[src/rtl/frontend_command_definition_pkg.sv]
// Shared frontend command definitions: request ID type, DRAM beat/burst
// geometry and the read-response FSM state encoding.
package frontend_command_definition_pkg;

    localparam int REQ_ID_W       = 5;
    localparam int DRAM_BEAT_W    = 16;
    localparam int DRAM_BURST_LEN = 8;

    typedef logic [REQ_ID_W-1:0] req_id_t;

    typedef enum logic [0:0] {
        R_IDLE  = 1'b0,
        R_VALID = 1'b1
    } resp_state_e;

endpackage

[src/rtl/read_resp_assembler_if.sv]
// Read-return bus: beat input (no backpressure), ID FIFO head/pop and the
// valid/ready response channel toward the frontend. The slave modport is
// the assembler's view; the master modport is the environment's view.
interface read_resp_assembler_if
    import frontend_command_definition_pkg::*;
#(
    parameter int BEAT_W    = DRAM_BEAT_W,
    parameter int BURST_LEN = DRAM_BURST_LEN
) ();

    localparam int LINE_W = BEAT_W * BURST_LEN;

    logic              i_beat_valid;
    logic [BEAT_W-1:0] i_beat_data;
    logic              i_id_empty;
    req_id_t           i_id_data;
    logic              o_id_rd_en;
    logic              o_resp_valid;
    logic              i_resp_ready;
    req_id_t           o_resp_id;
    logic [LINE_W-1:0] o_resp_data;
    logic              o_resp_parity;
    logic              o_err_underflow;
    logic              o_err_overflow;

    modport slave (
        input  i_beat_valid, i_beat_data, i_id_empty, i_id_data, i_resp_ready,
        output o_id_rd_en, o_resp_valid, o_resp_id, o_resp_data, o_resp_parity,
               o_err_underflow, o_err_overflow
    );

    modport master (
        output i_beat_valid, i_beat_data, i_id_empty, i_id_data, i_resp_ready,
        input  o_id_rd_en, o_resp_valid, o_resp_id, o_resp_data, o_resp_parity,
               o_err_underflow, o_err_overflow
    );

endinterface

[src/rtl/read_beat_collector.sv]
// Beat collector: counts incoming DRAM beats, registers beats 0..BURST_LEN-2
// into slot registers and flags the cycle in which the last beat arrives.
// The last beat is not stored here; it is passed straight through in the
// assembled line so the response register can capture it in the same cycle.
module read_beat_collector #(
    parameter int BEAT_W    = 16,
    parameter int BURST_LEN = 8
) (
    input  logic                        i_clk,
    input  logic                        i_rst_n,
    input  logic                        i_beat_valid,
    input  logic [BEAT_W-1:0]           i_beat_data,
    output logic                        o_line_complete,
    output logic [BEAT_W*BURST_LEN-1:0] o_line_data
);

    localparam int CNT_W = $clog2(BURST_LEN);
    localparam logic [CNT_W-1:0] LAST_SLOT = CNT_W'(BURST_LEN - 1);

    logic [CNT_W-1:0]                 beat_cnt_r;
    logic [BURST_LEN-2:0][BEAT_W-1:0] slots_r;

    // Beat counter: advances on every beat and wraps naturally (power of 2).
    always_ff @(posedge i_clk or negedge i_rst_n) begin
        if (!i_rst_n) begin
            beat_cnt_r <= {CNT_W{1'b0}};
        end else if (i_beat_valid) begin
            beat_cnt_r <= beat_cnt_r + CNT_W'(1);
        end
    end

    // Slot registers: capture each non-final beat at its position in the line.
    always_ff @(posedge i_clk or negedge i_rst_n) begin
        if (!i_rst_n) begin
            slots_r <= '0;
        end else begin
            for (int k = 0; k < BURST_LEN - 1; k++) begin
                if (i_beat_valid && (beat_cnt_r == CNT_W'(k))) begin
                    slots_r[k] <= i_beat_data;
                end
            end
        end
    end

    assign o_line_complete = i_beat_valid && (beat_cnt_r == LAST_SLOT);
    assign o_line_data     = {i_beat_data, slots_r};

endmodule

[src/rtl/read_resp_assembler.sv]
// Read response assembler: builds one line from BURST_LEN DRAM beats, pops
// the matching request ID from the ID FIFO and holds {id, line} on a
// valid/ready channel. Lines finishing while a response is still waiting are
// dropped (their ID is still popped to keep ID/data order aligned) and raise
// a sticky overflow flag; lines finishing with no ID available are delivered
// with ID 0 and raise a sticky underflow flag.
// Optional feature macro: READ_RESP_PARITY_EN (registered even parity of the
// response line on o_resp_parity; tied to 0 when undefined).
module read_resp_assembler
    import frontend_command_definition_pkg::*;
#(
    parameter int BEAT_W    = DRAM_BEAT_W,
    parameter int BURST_LEN = DRAM_BURST_LEN
) (
    input  logic                  i_clk,
    input  logic                  i_rst_n,
    read_resp_assembler_if.slave  bus
);

    localparam int LINE_W = BEAT_W * BURST_LEN;

    logic              line_complete_s;
    logic [LINE_W-1:0] line_data_s;
    resp_state_e       state_r;
    resp_state_e       state_next_s;
    logic              resp_valid_s;
    logic              load_s;
    logic              drop_s;
    req_id_t           resp_id_r;
    logic [LINE_W-1:0] resp_data_r;
    logic              err_underflow_r;
    logic              err_overflow_r;

    read_beat_collector #(
        .BEAT_W    (BEAT_W),
        .BURST_LEN (BURST_LEN)
    ) u_collector (
        .i_clk           (i_clk),
        .i_rst_n         (i_rst_n),
        .i_beat_valid    (bus.i_beat_valid),
        .i_beat_data     (bus.i_beat_data),
        .o_line_complete (line_complete_s),
        .o_line_data     (line_data_s)
    );

    // Response FSM state register.
    always_ff @(posedge i_clk or negedge i_rst_n) begin
        if (!i_rst_n) begin
            state_r <= R_IDLE;
        end else begin
            state_r <= state_next_s;
        end
    end

    // Response FSM next state: a completing line always leaves a response held.
    always_comb begin
        state_next_s = state_r;
        case (state_r)
            R_IDLE: begin
                if (line_complete_s) begin
                    state_next_s = R_VALID;
                end else begin
                    state_next_s = R_IDLE;
                end
            end
            R_VALID: begin
                if (line_complete_s) begin
                    state_next_s = R_VALID;
                end else if (bus.i_resp_ready) begin
                    state_next_s = R_IDLE;
                end else begin
                    state_next_s = R_VALID;
                end
            end
            default: state_next_s = R_IDLE;
        endcase
    end

    // Response FSM outputs: valid decode plus load/drop decision for a completing line.
    always_comb begin
        resp_valid_s = 1'b0;
        load_s       = 1'b0;
        drop_s       = 1'b0;
        case (state_r)
            R_IDLE: begin
                load_s = line_complete_s;
            end
            R_VALID: begin
                resp_valid_s = 1'b1;
                if (line_complete_s) begin
                    if (bus.i_resp_ready) begin
                        load_s = 1'b1;
                    end else begin
                        drop_s = 1'b1;
                    end
                end else begin
                    load_s = 1'b0;
                    drop_s = 1'b0;
                end
            end
            default: begin
                resp_valid_s = 1'b0;
            end
        endcase
    end

    // Response payload: captured only when a completing line is accepted into the holding slot.
    always_ff @(posedge i_clk or negedge i_rst_n) begin
        if (!i_rst_n) begin
            resp_id_r   <= {REQ_ID_W{1'b0}};
            resp_data_r <= {LINE_W{1'b0}};
        end else if (load_s) begin
            resp_id_r   <= bus.i_id_empty ? {REQ_ID_W{1'b0}} : bus.i_id_data;
            resp_data_r <= line_data_s;
        end
    end

    // Sticky order-violation flags, cleared only by reset.
    always_ff @(posedge i_clk or negedge i_rst_n) begin
        if (!i_rst_n) begin
            err_underflow_r <= 1'b0;
            err_overflow_r  <= 1'b0;
        end else begin
            if (line_complete_s && bus.i_id_empty) begin
                err_underflow_r <= 1'b1;
            end
            if (drop_s) begin
                err_overflow_r <= 1'b1;
            end
        end
    end

`ifdef READ_RESP_PARITY_EN
    logic parity_r;

    function automatic logic even_parity(input logic [LINE_W-1:0] data);
        return ^data;
    endfunction

    // Parity register: loaded together with the line so it is valid alongside it.
    always_ff @(posedge i_clk or negedge i_rst_n) begin
        if (!i_rst_n) begin
            parity_r <= 1'b0;
        end else if (load_s) begin
            parity_r <= even_parity(line_data_s);
        end
    end

    assign bus.o_resp_parity = parity_r;
`else
    assign bus.o_resp_parity = 1'b0;
`endif

    // The pop also fires on an overflow drop so the next line pairs with the next ID.
    assign bus.o_id_rd_en      = line_complete_s && !bus.i_id_empty;
    assign bus.o_resp_valid    = resp_valid_s;
    assign bus.o_resp_id       = resp_id_r;
    assign bus.o_resp_data     = resp_data_r;
    assign bus.o_err_underflow = err_underflow_r;
    assign bus.o_err_overflow  = err_overflow_r;

endmodule

[src/flat_wrapper.sv]
// flat-port wrapper written by rule: the top's interface ports become plain ports
module read_resp_assembler_flat import frontend_command_definition_pkg::*;
#(
    parameter int BEAT_W    = DRAM_BEAT_W,
    parameter int BURST_LEN = DRAM_BURST_LEN
)
  (i_clk, i_rst_n, bus_i_beat_valid, bus_i_beat_data, bus_i_id_empty, bus_i_id_data, bus_i_resp_ready, bus_o_id_rd_en, bus_o_resp_valid, bus_o_resp_id, bus_o_resp_data, bus_o_resp_parity, bus_o_err_underflow, bus_o_err_overflow);
  read_resp_assembler_if #(.BEAT_W(BEAT_W), .BURST_LEN(BURST_LEN)) bus_i ();
  input  logic i_clk;
  input  logic i_rst_n;
  input wire logic [$bits(bus_i.i_beat_valid)-1:0] bus_i_beat_valid;
  input wire logic [$bits(bus_i.i_beat_data)-1:0] bus_i_beat_data;
  input wire logic [$bits(bus_i.i_id_empty)-1:0] bus_i_id_empty;
  input wire logic [$bits(bus_i.i_id_data)-1:0] bus_i_id_data;
  input wire logic [$bits(bus_i.i_resp_ready)-1:0] bus_i_resp_ready;
  output wire logic [$bits(bus_i.o_id_rd_en)-1:0] bus_o_id_rd_en;
  output wire logic [$bits(bus_i.o_resp_valid)-1:0] bus_o_resp_valid;
  output wire logic [$bits(bus_i.o_resp_id)-1:0] bus_o_resp_id;
  output wire logic [$bits(bus_i.o_resp_data)-1:0] bus_o_resp_data;
  output wire logic [$bits(bus_i.o_resp_parity)-1:0] bus_o_resp_parity;
  output wire logic [$bits(bus_i.o_err_underflow)-1:0] bus_o_err_underflow;
  output wire logic [$bits(bus_i.o_err_overflow)-1:0] bus_o_err_overflow;
  assign bus_i.i_beat_valid = bus_i_beat_valid;
  assign bus_i.i_beat_data = bus_i_beat_data;
  assign bus_i.i_id_empty = bus_i_id_empty;
  assign bus_i.i_id_data = bus_i_id_data;
  assign bus_i.i_resp_ready = bus_i_resp_ready;
  assign bus_o_id_rd_en = bus_i.o_id_rd_en;
  assign bus_o_resp_valid = bus_i.o_resp_valid;
  assign bus_o_resp_id = bus_i.o_resp_id;
  assign bus_o_resp_data = bus_i.o_resp_data;
  assign bus_o_resp_parity = bus_i.o_resp_parity;
  assign bus_o_err_underflow = bus_i.o_err_underflow;
  assign bus_o_err_overflow = bus_i.o_err_overflow;
  read_resp_assembler #(.BEAT_W(BEAT_W), .BURST_LEN(BURST_LEN)) u_core (.i_clk(i_clk), .i_rst_n(i_rst_n), .bus(bus_i));
endmodule
[config.mk]
export PLATFORM = sky130hd
export DESIGN_NAME = read_resp_assembler_flat
export DESIGN_NICKNAME = d
export VERILOG_FILES = /design/src/rtl/frontend_command_definition_pkg.sv /design/src/rtl/read_resp_assembler_if.sv /design/src/rtl/read_beat_collector.sv /design/src/rtl/read_resp_assembler.sv /design/src/flat_wrapper.sv
export SDC_FILE = /design/constraint.sdc
export NUM_CORES = 1
export LEC_CHECK = 0
export CELL_PAD_IN_SITES_DETAIL_PLACEMENT = 0
export CELL_PAD_IN_SITES_GLOBAL_PLACEMENT = 1
export CORE_ASPECT_RATIO = 1.75
export CORE_UTILIZATION = 30
export CTS_CLUSTER_SIZE = 30
export DETAILED_ROUTE_END_ITERATION = 10
export PLACE_DENSITY_LB_ADDON = 0.12
export SKIP_LAST_GASP = 1
export SYNTH_ARGS = -nofsm -noshare
export SYNTH_HDL_FRONTEND = slang
export SYNTH_SLANG_ARGS = --single-unit
[constraint.sdc]
create_clock -name i_clk -period 4.75 [get_ports i_clk]
set_input_delay 1.1875 -clock i_clk [delete_from_list [all_inputs] [get_ports i_clk]]
set_output_delay 1.1875 -clock i_clk [all_outputs]
set_load 0.01 [all_outputs]
==> flow_metrics.py <==
metrics = {
    "outcome": {
        "outcome": "completed",
    },
    "synthesis": {
        "synth_seq_cells": 251,
        "synth_compound_area_frac": 0.00213,
        "ys.flop_type": "dfrtp_1",
        "yosys.area.top_type_share": 0.629,
        "ys.warnings.count": 0,
        "synthAdderAreaFrac": 0.00752,
        "netlist_area_um2": 9990,
        "synth.most_common_cell": "dfrtp_1",
        "syn-num-nets": 586,
        "synthMuxAreaShare": 0.315,
        "synth_xor_area_frac": 0.000877,
        "synth-edff-count": 0,
        "ys_async_sr_fraction": 1.00,
        "syn_inst": 554,
        "synth_top_cell_by_area": "dfrtp_1",
        "synthTopCellsByArea": "dfrtp_1, mux2_2, mux2_4",
        "synth.distinct_cells": 23,
        "syn-mean-instance-area_um2": 18.0,
        "ys_top_cells_by_count": "dfrtp_1, mux2_2, mux2_4",
        "synth_top_family_by_area": "multiplexers",
        "synthSimpleGateAreaFrac": 0.0152,
        "seq_area_frac_synth": 0.629,
    },
    "drt": {
        "drc_errors": 0,
        "drt_pre_antenna_iters": 4,
        "routed_wirelength_mm": 23.4,
        "wl_per_cell_um": 20.2,
        "via_per_inst": 4.49,
        "postRouteAntennaNets": 0,
        "vias": 5185,
        "drt_iter0_drc": 169,
    },
    "setup_path": {
        "timing.rr.start": "u_core.u_collector.beat_cnt_r[0]",
        "cpMostUsedCell": "clkdlybuf4s50_1",
        "timing.rr.end": "u_core.bus.o_resp_data[11]",
        "critPathBufInv": 3,
        "cp_top_family": "buffers and inverters",
        "path_cells": "clkdlybuf4s50_1, buf_4, nand2_1, nor2_1, clkdlybuf4s50_1",
        "crit_path_max_fanout": 11,
        "reg2reg_depth": 6,
        "worst_setup_path_end_kind": "output port",
        "max_stage_delay_ns": 0.56,
        "crit_required_ns": 3.56,
        "rrSetupSlack_ns": 2.28,
        "crit_path_start_kind": "input port",
        "cp.arrival_ns": 2.67,
        "critPathKind": "in -> out",
        "slowest_stage": "clkdlybuf4s50_1",
    },
    "cells_and_area": {
        "area_growth_pct": 29.5,
        "nets": 763,
        "n_antenna_cell": 0,
        "drive_gt1_frac": 0.415,
        "fin_util": 0.394,
        "stdcell_area_um2": 12900,
    },
    "pwr": {
        "powerDensity_nw_per_um2": 728,
        "cellLeakagePower_nw": 5.78,
        "vdd.ir_drop.worst_mv": 0.318,
    },
    "sta": {
        "report.final.slew_viol_count": 0,
        "worst_pin_slew_ns": 0.912,
        "slew_headroom": 0.392,
        "period_share": 0.813,
        "max_freq_mhz": 259,
        "holdWs_ns": 0.495,
        "finalHoldViolCount": 0,
        "finalClockSkew_ns": 0.0154,
        "setup_viol": 0,
        "finalSetupTns_ns": 0,
        "rsz0062_at_grt": "false",
        "final.min_clock_period_ns": 3.86,
    },
    "job": {
        "maxCapViolCount": 0,
    },
    "clocking": {
        "insertion_delay_ns": 0.53,
        "cts_sinks": 251,
        "clockBufferDepth": 3,
        "cts_buffers": 26,
        "root_buffer": "clkbuf_16",
        "cts_setup_buffers": 0,
        "path_clk_slew_ns": 0.06,
        "cts_tree": "done",
        "cts.htree.levels": 1,
        "cts_hold_buf": 0,
        "cts_resized": 0,
    },
    "floorplanning": {
        "dieArea_um2": 34000,
        "rows": 88,
        "die_x_um": 140,
        "die_h_um": 243,
        "start_util": 0.304,
        "core-area_um2": 32800,
        "ios": 164,
    },
    "global_route": {
        "track_usage": 0.141,
        "grt_pass1_wl_mm": 36.5,
        "antenna_found_initial": 0,
        "grt_pass1_vias": 5816,
        "grt_overflow_total": 0,
        "grt_max_degree": 112,
    },
    "placed_design": {
        "place_area_um2": 12000,
        "gp_congestion": 0.690,
        "hpwl_mm": 15.6,
        "port_buffers": 162,
    },
    "worst_hold_path": {
        "hold_end": "u_core.bus.o_err_overflow",
        "hold_class": "reg -> reg",
        "min_path_cells": 1,
        "hp-start": "u_core.bus.o_err_overflow",
    },
}
metal layers:
layer | vias up | routed length, um | global-route usage
li1 | 2293 | - | -
met1 | 2744 | 9120 | 0.162
met2 | 114 | 12900 | 0.264
met3 | 34 | 855 | 0.0222
met4 | 0 | 472 | 0.0410
met5 | - | 0 | 0
registers in the layout (all words and copies together) (netlist names):
signal / flops
u_core.state_r: 1
u_core.bus.o_resp_id: 5
u_core.bus.o_err_overflow: 1
u_core.bus.o_err_underflow: 1
u_core.u_collector.o_line_data: 112
u_core.bus.o_resp_data: 128
u_core.u_collector.beat_cnt_r: 3
stage by stage:
step / worst slack [ns] / total power (W) / std cells
6_report: 0.888 / 0.00942 / 1156
5_1_grt: 0.816 / 0.00995 / 1156
4_1_cts: 0.891 / 0.00959 / 1156
3_5_place_dp: 0.889 / 0.00724 / 1108
3_3_place_gp: 0.908 / 0.00713 / 1108
2_1_floorplan: 2.08 / 0.00562 / 554
report_power, final:
group	internal, W	leakage (nW)	total, W	switching, W
combinational	0.00221	2.24	0.00333	0.00112
clock	0.00144	0.481	0.00229	0.000850
sequential	0.00319	3.06	0.00380	0.000609
worst max-delay path by stage:
stage / from / end / slack, ns / cells after the start
floorplan: bus_i_beat_valid / bus_o_id_rd_en / 2.08 / 2
global placement: bus_i_beat_valid / bus_o_id_rd_en / 0.91 / 5
detailed placement: bus_i_beat_valid / bus_o_id_rd_en / 0.89 / 5
CTS: bus_i_beat_valid / bus_o_id_rd_en / 0.89 / 5
global route: bus_i_beat_valid / bus_o_id_rd_en / 0.82 / 5
finish: bus_i_beat_valid / bus_o_id_rd_en / 0.89 / 5
logic make-up (layout without fill, tap and decap cells):
| group | after synthesis | after routing |
|---|---|---|
| other | 1 | 1 |
| xor gates and xnor gates | 1 | 1 |
| AOI/OAI and AO/OA | 3 | 3 |
| muxes | 246 | 246 |
| DFF | 251 | 251 |
| and+or+nand+nor | 19 | 19 |
| buffers and inverters | 27 | 224 |
| adders and majority gates | 6 | 6 |
layout make-up:
type	count	area, um^2
Clock buffer	35	756
Multi-Input combinational cell	276	3400
Fill cell	3019	19900
Clock inverter	13	218
Sequential cell	251	6280
Timing Repair Buffer	173	1760
Tap cell	405	507
Inverter	3	11.3
cells in the final DEF, fill, tap and decap left out, drive strengths merged, types with 3 or more instances in the layout:
master and count:
buf 12, nand2 7, ha 6, mux2 245, nor2b 6, inv 3, clkdlybuf4s50 161, bufinv 6
dfrtp 251, nand3 3, clkinv 6, clkbuf 35
No activity file was read; power rests on OpenSTA's default activity.
